$ cat src/rtl/robot_motion_ctrl.sv
// ---------------------------------------------------------------------------
// robot_motion_ctrl
//   Motion controller between the command decoder and the H-bridge driver.
//   It tracks the heading (IDLE/FWD/BWD), ramps the drive speed toward
//   speed_target, runs timed turns that return to the heading they started
//   from, and brakes to zero speed before any change of direction. After an
//   obstacle stop, restart is allowed only after a run of obstacle-free
//   cycles.
//
// Ports
//   clk, rst             rising-edge clock, asynchronous active-high reset
//   move_fwd, move_bwd   level move commands
//   turn_left/right      level turn commands
//   obstacle             obstacle detected, forces STOP
//   error, recover       fault flag / leave ERROR
//   speed_target         requested cruise speed
//   state                IDLE=0 FWD=1 BWD=2 LEFT=3 RIGHT=4 STOP=5 ERROR=6 BRAKE=7
//   motor_*              H-bridge enables, exactly one high per state
//   pwm_out              speed PWM gating the enables
//   speed_cur            current ramped speed
//   turn_done            one-cycle pulse when a timed turn completes
// ---------------------------------------------------------------------------
module robot_motion_ctrl #(
  parameter int SPEED_W     = 8,
  parameter int RAMP_DIV    = 4,
  parameter int TURN_CYCLES = 16,
  parameter int STOP_HOLD   = 8
) (
  input  logic               clk,
  input  logic               rst,
  input  logic               move_fwd,
  input  logic               move_bwd,
  input  logic               turn_left,
  input  logic               turn_right,
  input  logic               obstacle,
  input  logic               error,
  input  logic               recover,
  input  logic [SPEED_W-1:0] speed_target,
  output logic [2:0]         state,
  output logic               motor_fwd,
  output logic               motor_bwd,
  output logic               motor_left,
  output logic               motor_right,
  output logic               motor_stop,
  output logic               pwm_out,
  output logic [SPEED_W-1:0] speed_cur,
  output logic               turn_done
);

  typedef enum logic [2:0] {
    S_IDLE  = 3'd0,
    S_FWD   = 3'd1,
    S_BWD   = 3'd2,
    S_LEFT  = 3'd3,
    S_RIGHT = 3'd4,
    S_STOP  = 3'd5,
    S_ERROR = 3'd6,
    S_BRAKE = 3'd7
  } state_t;

  localparam int RW = (RAMP_DIV > 1) ? $clog2(RAMP_DIV) : 1;
  localparam int TW = (TURN_CYCLES > 1) ? $clog2(TURN_CYCLES) : 1;
  localparam int CW = $clog2(STOP_HOLD + 1);

  localparam logic [RW-1:0]      RAMP_LAST = RW'(RAMP_DIV - 1);
  localparam logic [TW-1:0]      TURN_LAST = TW'(TURN_CYCLES - 1);
  localparam logic [CW-1:0]      HOLD_MIN  = CW'(STOP_HOLD);
  localparam logic [SPEED_W-1:0] SPD_ONE   = SPEED_W'(1);

  state_t             state_q, ns;
  state_t             heading, heading_n;   // where a timed turn returns to
  state_t             pending, pending_n;   // direction to take after BRAKE
  state_t             brake_dir, brake_dir_n; // direction being braked
  state_t             cmd, move_from;
  logic               cmd_valid, cmd_move, cmd_turn, turning, tick, done_n;
  logic [RW-1:0]      ramp_cnt;
  logic [TW-1:0]      turn_cnt, turn_cnt_n;
  logic [CW-1:0]      clear_cnt, clear_cnt_n;
  logic [SPEED_W-1:0] pwm_cnt, pwm_cnt_n, speed_n;

  assign state     = state_q;
  assign tick      = (ramp_cnt == RAMP_LAST);
  assign pwm_cnt_n = pwm_cnt + SPD_ONE;
  assign turning   = (state_q == S_LEFT) || (state_q == S_RIGHT);
  assign move_from = turning ? heading : state_q;

  // NOTE: every variable assigned in this block gets a default first so no
  // path through the branches below can infer a latch.
  always_comb begin
    cmd       = S_IDLE;
    cmd_valid = 1'b1;
    if (move_fwd)        cmd = S_FWD;
    else if (move_bwd)   cmd = S_BWD;
    else if (turn_left)  cmd = S_LEFT;
    else if (turn_right) cmd = S_RIGHT;
    else                 cmd_valid = 1'b0;
    cmd_move = cmd_valid && ((cmd == S_FWD) || (cmd == S_BWD));
    cmd_turn = cmd_valid && ((cmd == S_LEFT) || (cmd == S_RIGHT));

    ns          = state_q;
    heading_n   = heading;
    pending_n   = pending;
    brake_dir_n = brake_dir;
    turn_cnt_n  = turn_cnt;
    clear_cnt_n = clear_cnt;
    done_n      = 1'b0;

    if (error) begin
      ns = S_ERROR;
    end else if (state_q == S_ERROR) begin
      if (recover) ns = S_IDLE;
    end else if (obstacle) begin
      ns          = S_STOP;
      clear_cnt_n = '0;
    end else begin
      case (state_q)
        S_STOP: begin
          // The clear counter only needs to reach the hold threshold; it
          // saturates there so a long wait cannot wrap it.
          if (clear_cnt >= HOLD_MIN) begin
            if (cmd_valid) begin
              ns = cmd;
              if (cmd_turn) begin
                heading_n  = S_IDLE;
                turn_cnt_n = '0;
              end
            end
          end else begin
            clear_cnt_n = clear_cnt + CW'(1);
          end
        end
        S_BRAKE: begin
          if (cmd_move) pending_n = cmd;
          if (speed_cur == '0) ns = pending_n;
        end
        default: begin  // IDLE, FWD, BWD, LEFT, RIGHT
          if (cmd_move) begin
            // Reversing a moving heading must pass through BRAKE first.
            if (((move_from == S_FWD) || (move_from == S_BWD)) && (cmd != move_from)) begin
              ns          = S_BRAKE;
              pending_n   = cmd;
              brake_dir_n = move_from;
            end else begin
              ns = cmd;
            end
          end else if (cmd_turn && !turning) begin
            heading_n  = state_q;
            ns         = cmd;
            turn_cnt_n = '0;
          end else if (cmd_turn && (cmd != state_q)) begin
            ns         = cmd;
            turn_cnt_n = '0;
          end else if (turning) begin
            if (turn_cnt == TURN_LAST) begin
              ns     = heading;
              done_n = 1'b1;
            end else begin
              turn_cnt_n = turn_cnt + TW'(1);
            end
          end
        end
      endcase
    end

    // Speed follows the state being entered this edge.
    speed_n = speed_cur;
    case (ns)
      S_FWD, S_BWD: begin
        if (tick) begin
          if (speed_cur < speed_target)      speed_n = speed_cur + SPD_ONE;
          else if (speed_cur > speed_target) speed_n = speed_cur - SPD_ONE;
        end
      end
      S_BRAKE:        if (tick && (speed_cur != '0)) speed_n = speed_cur - SPD_ONE;
      S_LEFT, S_RIGHT: speed_n = speed_cur;
      default:        speed_n = '0;
    endcase
  end

  // NOTE: sequential state uses non-blocking assignments so every register
  // samples the pre-edge values regardless of statement order.
  always_ff @(posedge clk or posedge rst) begin
    if (rst) begin
      state_q     <= S_IDLE;
      heading     <= S_IDLE;
      pending     <= S_IDLE;
      brake_dir   <= S_IDLE;
      ramp_cnt    <= '0;
      turn_cnt    <= '0;
      clear_cnt   <= '0;
      pwm_cnt     <= '0;
      speed_cur   <= '0;
      pwm_out     <= 1'b0;
      turn_done   <= 1'b0;
      motor_fwd   <= 1'b0;
      motor_bwd   <= 1'b0;
      motor_left  <= 1'b0;
      motor_right <= 1'b0;
      motor_stop  <= 1'b1;
    end else begin
      state_q     <= ns;
      heading     <= heading_n;
      pending     <= pending_n;
      brake_dir   <= brake_dir_n;
      ramp_cnt    <= tick ? '0 : ramp_cnt + RW'(1);
      turn_cnt    <= turn_cnt_n;
      clear_cnt   <= clear_cnt_n;
      pwm_cnt     <= pwm_cnt_n;
      speed_cur   <= speed_n;
      turn_done   <= done_n;
      pwm_out     <= (pwm_cnt_n < speed_n) &&
                     (ns inside {S_FWD, S_BWD, S_LEFT, S_RIGHT, S_BRAKE});
      motor_fwd   <= (ns == S_FWD) || ((ns == S_BRAKE) && (brake_dir_n == S_FWD));
      motor_bwd   <= (ns == S_BWD) || ((ns == S_BRAKE) && (brake_dir_n == S_BWD));
      motor_left  <= (ns == S_LEFT);
      motor_right <= (ns == S_RIGHT);
      motor_stop  <= ns inside {S_IDLE, S_STOP, S_ERROR};
    end
  end

endmodule
$ cat config.mk
export PLATFORM = sky130hd
export DESIGN_NAME = robot_motion_ctrl
export DESIGN_NICKNAME = d
export VERILOG_FILES = /design/src/rtl/robot_motion_ctrl.sv
export SDC_FILE = /design/constraint.sdc
export NUM_CORES = 1
export LEC_CHECK = 0
export CAP_MARGIN = 20
export CELL_PAD_IN_SITES_DETAIL_PLACEMENT = 1
export CELL_PAD_IN_SITES_GLOBAL_PLACEMENT = 2
export CORE_ASPECT_RATIO = 1.4
export CORE_MARGIN = 3
export CORE_UTILIZATION = 38
export CTS_CLUSTER_DIAMETER = 100
export CTS_CLUSTER_SIZE = 16
export DETAILED_ROUTE_END_ITERATION = 16
export PLACE_DENSITY = 0.82
export SLEW_MARGIN = 30
export SYNTH_ARGS = -nofsm -noshare
export SYNTH_HDL_FRONTEND = slang
export SYNTH_SLANG_ARGS = --single-unit
$ cat constraint.sdc
create_clock -name clk -period 6.92 [get_ports clk]
set_input_delay 1.384 -clock clk [delete_from_list [all_inputs] [get_ports clk]]
set_output_delay 1.384 -clock clk [all_outputs]
set_load 0.01 [all_outputs]
Yosys cells after proc, flatten, opt, wreduce, memory -nomap -nowiden

Cells that the tools add are included.

Bitwise operators: 5
$add $sub $neg: 6
Equality and inequality tests: 30
Reduce and logical (&&, ||, !) cells: 33
Mux-type cells: 66
Order comparisons: 4

Operators with widths:

| cell                                                                   | number |
|---|---|
| 3-bit two-way mux                                                      | 32 |
| 4-bit two-way mux                                                      | 11 |
| 8-bit two-way mux                                                      | 4 |
| 3-bit equality test (second input constant)                            | 9 |
| 8-bit case mux with 3 select lines                                     | 1 |
| 3-bit by 2-bit equality test with 1-bit output (second input constant) | 7 |
| 3-bit case mux with 2 select lines                                     | 3 |
| 8-bit by 1-bit adder with 8-bit output (second input constant)         | 2 |
| 8-bit < comparator                                                     | 2 |
| 1-bit two-way mux                                                      | 13 |
| 3-bit by 1-bit equality test with 1-bit output (second input constant) | 4 |
| 10-bit AND reduction                                                   | 1 |
| 1-bit logical AND                                                      | 9 |
| 9-bit AND reduction                                                    | 1 |
| 4-bit by 1-bit adder with 4-bit output (second input constant)         | 2 |
| 8-bit greater-than comparator                                          | 1 |
| 8-bit zero test                                                        | 1 |
| 2-bit != test (second input constant)                                  | 4 |
| 4-bit case mux with 2 select lines                                     | 1 |
| 2-bit nonzero test                                                     | 4 |
| 8-bit nonzero test                                                     | 1 |
| 8-bit by 1-bit subtractor with 8-bit output (second input constant)    | 1 |
| 1-bit logical OR                                                       | 6 |
| 3-bit != test                                                          | 2 |
| other kinds (16)                                                       | 22 |

Flip-flop bits (word level): 45
Bits of input ports: 17
Output and inout bits: 18
Logic and storage cells: 160

Logic depth before layout (Yosys ltp)

Depth after elaboration: 20
Gate-level depth with buffers: 20
Depth with buffers taken out: 19

Worst setup path after synthesis

No wires, ideal clock.

Kind: input-to-reg
Start: input port turn_left
End: register pwm_out
Library setup time: 65 ps
Stages on the path: 18
Arrival time: 5,174 ps
Data required time: 6,855 ps
Path slack: 1,681 ps
Buffers on the path: 2
Cells stage by stage: buf_2 and4b_1 o31a_1 o31a_1 o32ai_2 nand2_1 or3_1 buf_2 o2bb2a_1 mux2_2 ha_1 a21o_1 a21o_1 a21oi_1 o21ai_0 or2_2 o22ai_1 o211a_1

Longest elaborated chain between the ends: 19
Elaborated cells on any way between the ends: 42
Those cells by class: 1 x order compare; 11 x eq/ne; 19 x mux; 11 x reduce/logical

RTL lines:

| what                                                                                  | RTL line | source |
|---|---|---|
| start: declaration                                                                    | 33       | `input logic turn_left,` |
| 3-bit two-way mux                                                                     | 94       | `else if (turn_left) cmd = S_LEFT;` |
| 3-bit two-way mux                                                                     | 93       | `else if (move_bwd) cmd = S_BWD;` |
| 3-bit two-way mux                                                                     | 92       | `if (move_fwd) cmd = S_FWD;` |
| 3-bit by 2-bit equality test with 1-bit output or 3-bit equality test (tied branches) | 98       | `cmd_turn = cmd_valid && ((cmd == S_LEFT) \|\| (cmd == S_RIGHT));` |
| 1-bit logical OR                                                                      | 98       |  |
| 1-bit logical AND                                                                     | 98       |  |
| 1-bit logical AND                                                                     | 150      | `end else if (cmd_turn && (cmd != state_q)) begin` |
| 3-bit two-way mux                                                                     | 150      |  |
| (+4 left out)                                                                         | --       |  |
| 3-bit two-way mux (*)                                                                 | 110      | `end else if (state_q == S_ERROR) begin` |
| 3-bit two-way mux (*)                                                                 | 108      | `if (error) begin` |
| net ns[0]                                                                             | 70       | `state_t state_q, ns;` |
| 3-bit by 2-bit equality test with 1-bit output (tied with other cells)                | 167, 212 |  |
| 2-bit OR reduction                                                                    | 167      | `case (ns)` |
| 8-bit case mux with 3 select lines                                                    | 167      |  |
| 8-bit < comparator                                                                    | 211      | `pwm_out <= (pwm_cnt_n < speed_n) &&` |
| 1-bit logical AND (*)                                                                 | 211      |  |
| end signal: assignment                                                                | 211      |  |
| end: declaration                                                                      | 45       | `output logic pwm_out,` |

The timed path passes the listed nets; every way through them passes the cells marked *.
A chain may end at the register's enable or synchronous reset.

Worst setup path in the final report

Ends and elaborated chain as after synthesis.

==> run summary <==
Outcome - complete, no violations
Main combinational cell family by area after synthesis - compound AO/OA/AOI/OAI gates
Power share of the sequential group - 0.338
Pleak - 1.737 nW
Total clock buffers created by CTS - 5
Cell variety after synth - 72
Chain of cells forming the critical path - clkdlybuf4s50_1 > and4b_1 > o31a_1 > o31a_1 > o32ai_2 > nand2_1 > or3_1 > o2bb2a_1 > mux2_2 > ha_1 > a21o_1 > a21o_1 > a21oi_1 > o21ai_0 > or2_2 > o22ai_1 > o211a_1
Setup repair after global routing missed its margin - no
Internal Dissipation - 0.0006895 W
Peak supply drop - 0.1509 mV
Antenna cells - 0
Vias per cell - 6.013
Count of buffers from port buffering - 34
Type of element capturing the critical path - flop
R2R Path End - pwm_out
Fin Setup TNS - 0 ps
Clock insertion delay at the later pin of the skew report - 290 ps
Cell area after placement - 3897 um^2
Clock skew after layout - 6.524 ps
Start of the worst register-to-register path - speed_cur[0]
Sw power - 0.0005279 W
Final antenna-violating net count - 0
Post-CTS sizing - 0
Post-CTS setup buffers - 0
Gate power share - 0.462
Remaining global-route overflow - 0
Buf/Inv on CP - 1
CP top delay family - compound AO/OA/AOI/OAI gates
# IOs - 35
Per-cell routed wire length - 19.48 um
Final Worst Setup Slack - 917.8 ps
Start point of the worst min-delay path - ramp_cnt[0]
Row count - 40
Worst slew pin tran - 1030 ps
Number of nets in the synthesized netlist - 445
Mapped Area - 3506 um^2
Clock buffer depth - 2
Adder and majority cell fraction of the synthesized area - 0.08208
Critical-path cell with the highest stage delay - sky130_fd_sc_hd__clkdlybuf4s50_1
Required @ worst endpoint - 7150 ps
Post-Place Setup Slack - 645.8 ps
First-pass iteration count of the detailed router - 4
Final instance area - 4045 um^2
Sw frac - 0.4337
Number of endpoints with negative hold slack in the final report - 0
Routed wire length - 10440 um
Share of synthesized area spent on multiplexers - 0.03569
Worst-path clk slew - 70 ps
Final period util - 0.8674
Via count of the routed design - 3223
Worst path max stage delay - 600 ps
Maximum fanout along the worst path - 12
Critical Path Source Type - input pin
Number of placed instances, taps included - 528
Hold Crit Endpoint - ramp_cnt[0]
Hold_ws - 434.9 ps
Via count of the first global-routing pass - 3438
Final slew viol count - 0
Final setup viols - 0
Floorplan die width - 87.18 um
Fraction of synthesis flops using an asynchronous set or reset pin - 1.000
Worst min-delay path class - reg -> reg
Dominant register cell in the synthesized netlist - sky130_fd_sc_hd__dfrtp_1
Number of levels the H-tree was split into - 2
GR Util All Layers - 0.2108
Root cell of the clock tree - sky130_fd_sc_hd__clkbuf_16
Power per unit of standard cell area - 301.0 nW/um^2
Achievable clock frequency - 0.1666 GHz
Antenna violations before repair - 0
Y dimension of the die - 119.7 um
Placer Congestion - 0.8586
Area share of and/or/nand/nor cells after synthesis - 0.2341
Initial cell density of the core - 0.3980
Average size of a mapped cell - 8.656 um^2
Number of warnings printed during yosys synthesis - 0
Max-cap violation count - 0
Sequential element share of the synthesized area - 0.3216
Layout Area Growth over Synthesis - 15.38%
Part of the power in the clock network - 0.200
CTS sink cnt - 45
Flip-flop and latch count after synthesis - 45
Number of hold-repair buffers added at the cts stage - 0
Worst EP arrival - 6240 ps
Worst-case headroom to the max-slew limit - 0.3117
Number of synthesized flops with an enable pin - 0
First-iteration detailed-routing DRC count - 89
Setup slack on the worst flop-to-flop path - 1810 ps
Number of cells on the worst hold path - 1
Area fraction in compound gates after synthesis - 0.2527
Global-route wire length before repair - 17430 um
Half-perimeter wire length of the detailed placement result - 7976 um
Share of cells above drive strength 1 - 0.08121
Instance count of the mapped netlist - 405
Fraction of synthesized cell area in xor and xnor cells - 0.01999
Largest net degree at the start of global routing - 46
Post-Layout Cell Count - 536
Fillers - 1070
Worst Path Class, Setup - in -> reg
Die ar. - 10430 um^2
Number of cell instances on the worst register-to-register path - 19
Net count reported at finish - 470
Post-layout min period - 6002 ps
CTS tree - yes
Count of unresolved DRC violations after routing - 0
Area inside the core boundary - 8808 um^2
==> layout make-up <==
| type | instances | area (um^2) | area share |
|---|---|---|---|
| Tap cell | 105 | 131.4 | 0.03248 |
| Clock buffer | 5 | 125.1 | 0.03093 |
| Clock inverter | 3 | 21.27 | 0.005258 |
| Multi-Input combinational cell | 318 | 2190 | 0.5413 |
| Inverter | 23 | 87.58 | 0.02165 |
| Timing Repair Buffer | 37 | 362.8 | 0.08970 |
| Sequential cell | 45 | 1127 | 0.2787 |
==> cells in the final DEF, fill, tap and decap left out, types with 3 or more instances in the layout <==
cell,n
sky130_fd_sc_hd__dfrtp_1,44
sky130_fd_sc_hd__clkdlybuf4s50_1,34
sky130_fd_sc_hd__nor2_1,32
sky130_fd_sc_hd__nand2_1,28
sky130_fd_sc_hd__a21oi_1,27
sky130_fd_sc_hd__o21ai_0,24
sky130_fd_sc_hd__ha_1,23
sky130_fd_sc_hd__inv_1,21
sky130_fd_sc_hd__nand3_1,14
sky130_fd_sc_hd__nor3_1,12
sky130_fd_sc_hd__nor2b_1,8
sky130_fd_sc_hd__or3_1,8
sky130_fd_sc_hd__mux2i_1,8
sky130_fd_sc_hd__nand2b_1,7
sky130_fd_sc_hd__a21o_1,7
sky130_fd_sc_hd__o31ai_1,7
sky130_fd_sc_hd__a211oi_1,7
sky130_fd_sc_hd__o21a_1,7
sky130_fd_sc_hd__and3_1,5
sky130_fd_sc_hd__xnor2_1,5
sky130_fd_sc_hd__nand4_1,5
sky130_fd_sc_hd__clkbuf_16,5
sky130_fd_sc_hd__or2_2,4
sky130_fd_sc_hd__o22ai_1,4
sky130_fd_sc_hd__a211o_1,4
sky130_fd_sc_hd__o211ai_1,4
sky130_fd_sc_hd__mux2_2,4
sky130_fd_sc_hd__nor4b_1,3
sky130_fd_sc_hd__or3b_2,3
sky130_fd_sc_hd__a21boi_0,3
sky130_fd_sc_hd__xor2_1,3
sky130_fd_sc_hd__a22oi_1,3
sky130_fd_sc_hd__buf_4,3
==> flip-flops by register name, summed over array words and instances, names as in the netlist <==
register and cells:
pwm_out 1, pending 3, motor_left 1, state 3, turn_cnt 4, ramp_cnt 2
brake_dir 3, heading 3, motor_stop 1, pwm_cnt 8, turn_done 1, motor_fwd 1
clear_cnt 4, motor_right 1, speed_cur 8, motor_bwd 1
==> cells in the mapped netlist (3+ instances only) <==
master | n | area, um^2
sky130_fd_sc_hd__o21ai_0 | 24 | 120.1
sky130_fd_sc_hd__a21boi_0 | 3 | 22.52
sky130_fd_sc_hd__nand2b_1 | 7 | 43.79
sky130_fd_sc_hd__or3b_2 | 3 | 26.28
sky130_fd_sc_hd__or2_2 | 4 | 25.02
sky130_fd_sc_hd__nand2_1 | 28 | 105.1
sky130_fd_sc_hd__nor3_1 | 12 | 60.06
sky130_fd_sc_hd__a22oi_1 | 3 | 22.52
sky130_fd_sc_hd__nor2b_1 | 8 | 50.05
sky130_fd_sc_hd__o211ai_1 | 4 | 30.03
sky130_fd_sc_hd__a211o_1 | 4 | 35.03
sky130_fd_sc_hd__nand3_1 | 14 | 70.07
sky130_fd_sc_hd__nor4b_1 | 3 | 26.28
sky130_fd_sc_hd__or3_1 | 8 | 50.05
sky130_fd_sc_hd__mux2_2 | 4 | 45.04
sky130_fd_sc_hd__a211oi_1 | 7 | 52.55
sky130_fd_sc_hd__o21a_1 | 7 | 52.55
sky130_fd_sc_hd__o22ai_1 | 4 | 25.02
sky130_fd_sc_hd__o31ai_1 | 7 | 52.55
sky130_fd_sc_hd__nor2_1 | 32 | 120.1
sky130_fd_sc_hd__clkbuf_1 | 8 | 30.03
sky130_fd_sc_hd__buf_6 | 3 | 33.78
sky130_fd_sc_hd__nand4_1 | 5 | 31.28
sky130_fd_sc_hd__dfrtp_1 | 44 | 1101
sky130_fd_sc_hd__buf_2 | 7 | 35.03
sky130_fd_sc_hd__xor2_1 | 3 | 26.28
sky130_fd_sc_hd__and3_1 | 5 | 31.28
sky130_fd_sc_hd__mux2i_1 | 8 | 80.08
sky130_fd_sc_hd__a21oi_1 | 27 | 135.1
sky130_fd_sc_hd__a21o_1 | 7 | 52.55
sky130_fd_sc_hd__xnor2_1 | 5 | 43.79
sky130_fd_sc_hd__inv_1 | 22 | 82.58
sky130_fd_sc_hd__ha_1 | 23 | 287.8
==> per-stage QoR <==
stage,total power (W),utilization
after CTS,0.001225,0.4591
final,0.001217,0.4592
after floorplan,0.0007960,-
after detailed placement,0.0009752,0.4425
after global placement,0.0009590,0.4425
after global routing,0.001312,0.4592
==> worst max path at each step <==
stage / slack (ps) / depth (start not counted) / start / endpoint
4_1_cts: 920 / 17 / turn_left / pwm_out
3_3_place_gp: 810 / 17 / move_fwd / pwm_out
6_report: 920 / 17 / turn_left / pwm_out
5_1_grt: 570 / 17 / move_fwd / pwm_out
3_5_place_dp: 650 / 17 / turn_left / pwm_out
2_1_floorplan: 1680 / 18 / turn_left / pwm_out
==> cells by family after synthesis <==
kind of cell,Yosys count
xor gates and xnor gates,8
adders and majority gates,23
muxes,12
and+or+nand+nor,150
buffers and inverters,42
AOI/OAI and AO/OA,125
DFF,45
==> power by group through the flow <==
stage	combinational (W)	sequential [W]	clock [W]
after floorplan	0.000426	0.000370	0
after global placement	0.000547	0.000412	0
after detailed placement	0.000559	0.000416	0
after CTS	0.000565	0.000411	0.000249
after global routing	0.000630	0.000423	0.000258
final	0.000563	0.000411	0.000243
==> routing by layer <==
| metal | wire length, um | track usage | vias to the layer above |
|---|---|---|---|
| li1 | - | - | 1551 |
| met4 | 398 | 0.09021 | 0 |
| met5 | 0 | 0 | - |
| met1 | 4235 | 0.2425 | 1594 |
| met2 | 5610 | 0.3821 | 52 |
| met3 | 199 | 0.02610 | 26 |
==> worst reg2reg max path, delay by kind of cell (launching register included) <==
kind | cells | cell delay, ps
flip-flops | 1 | 450
AO/OA/AOI/OAI | 10 | 1910
AND/OR/NAND/NOR | 5 | 1780
buffers and inverters | 2 | 370
adder cells (fa/ha/maj) | 2 | 570
Note: power is estimated with default switching activity, not from simulation.
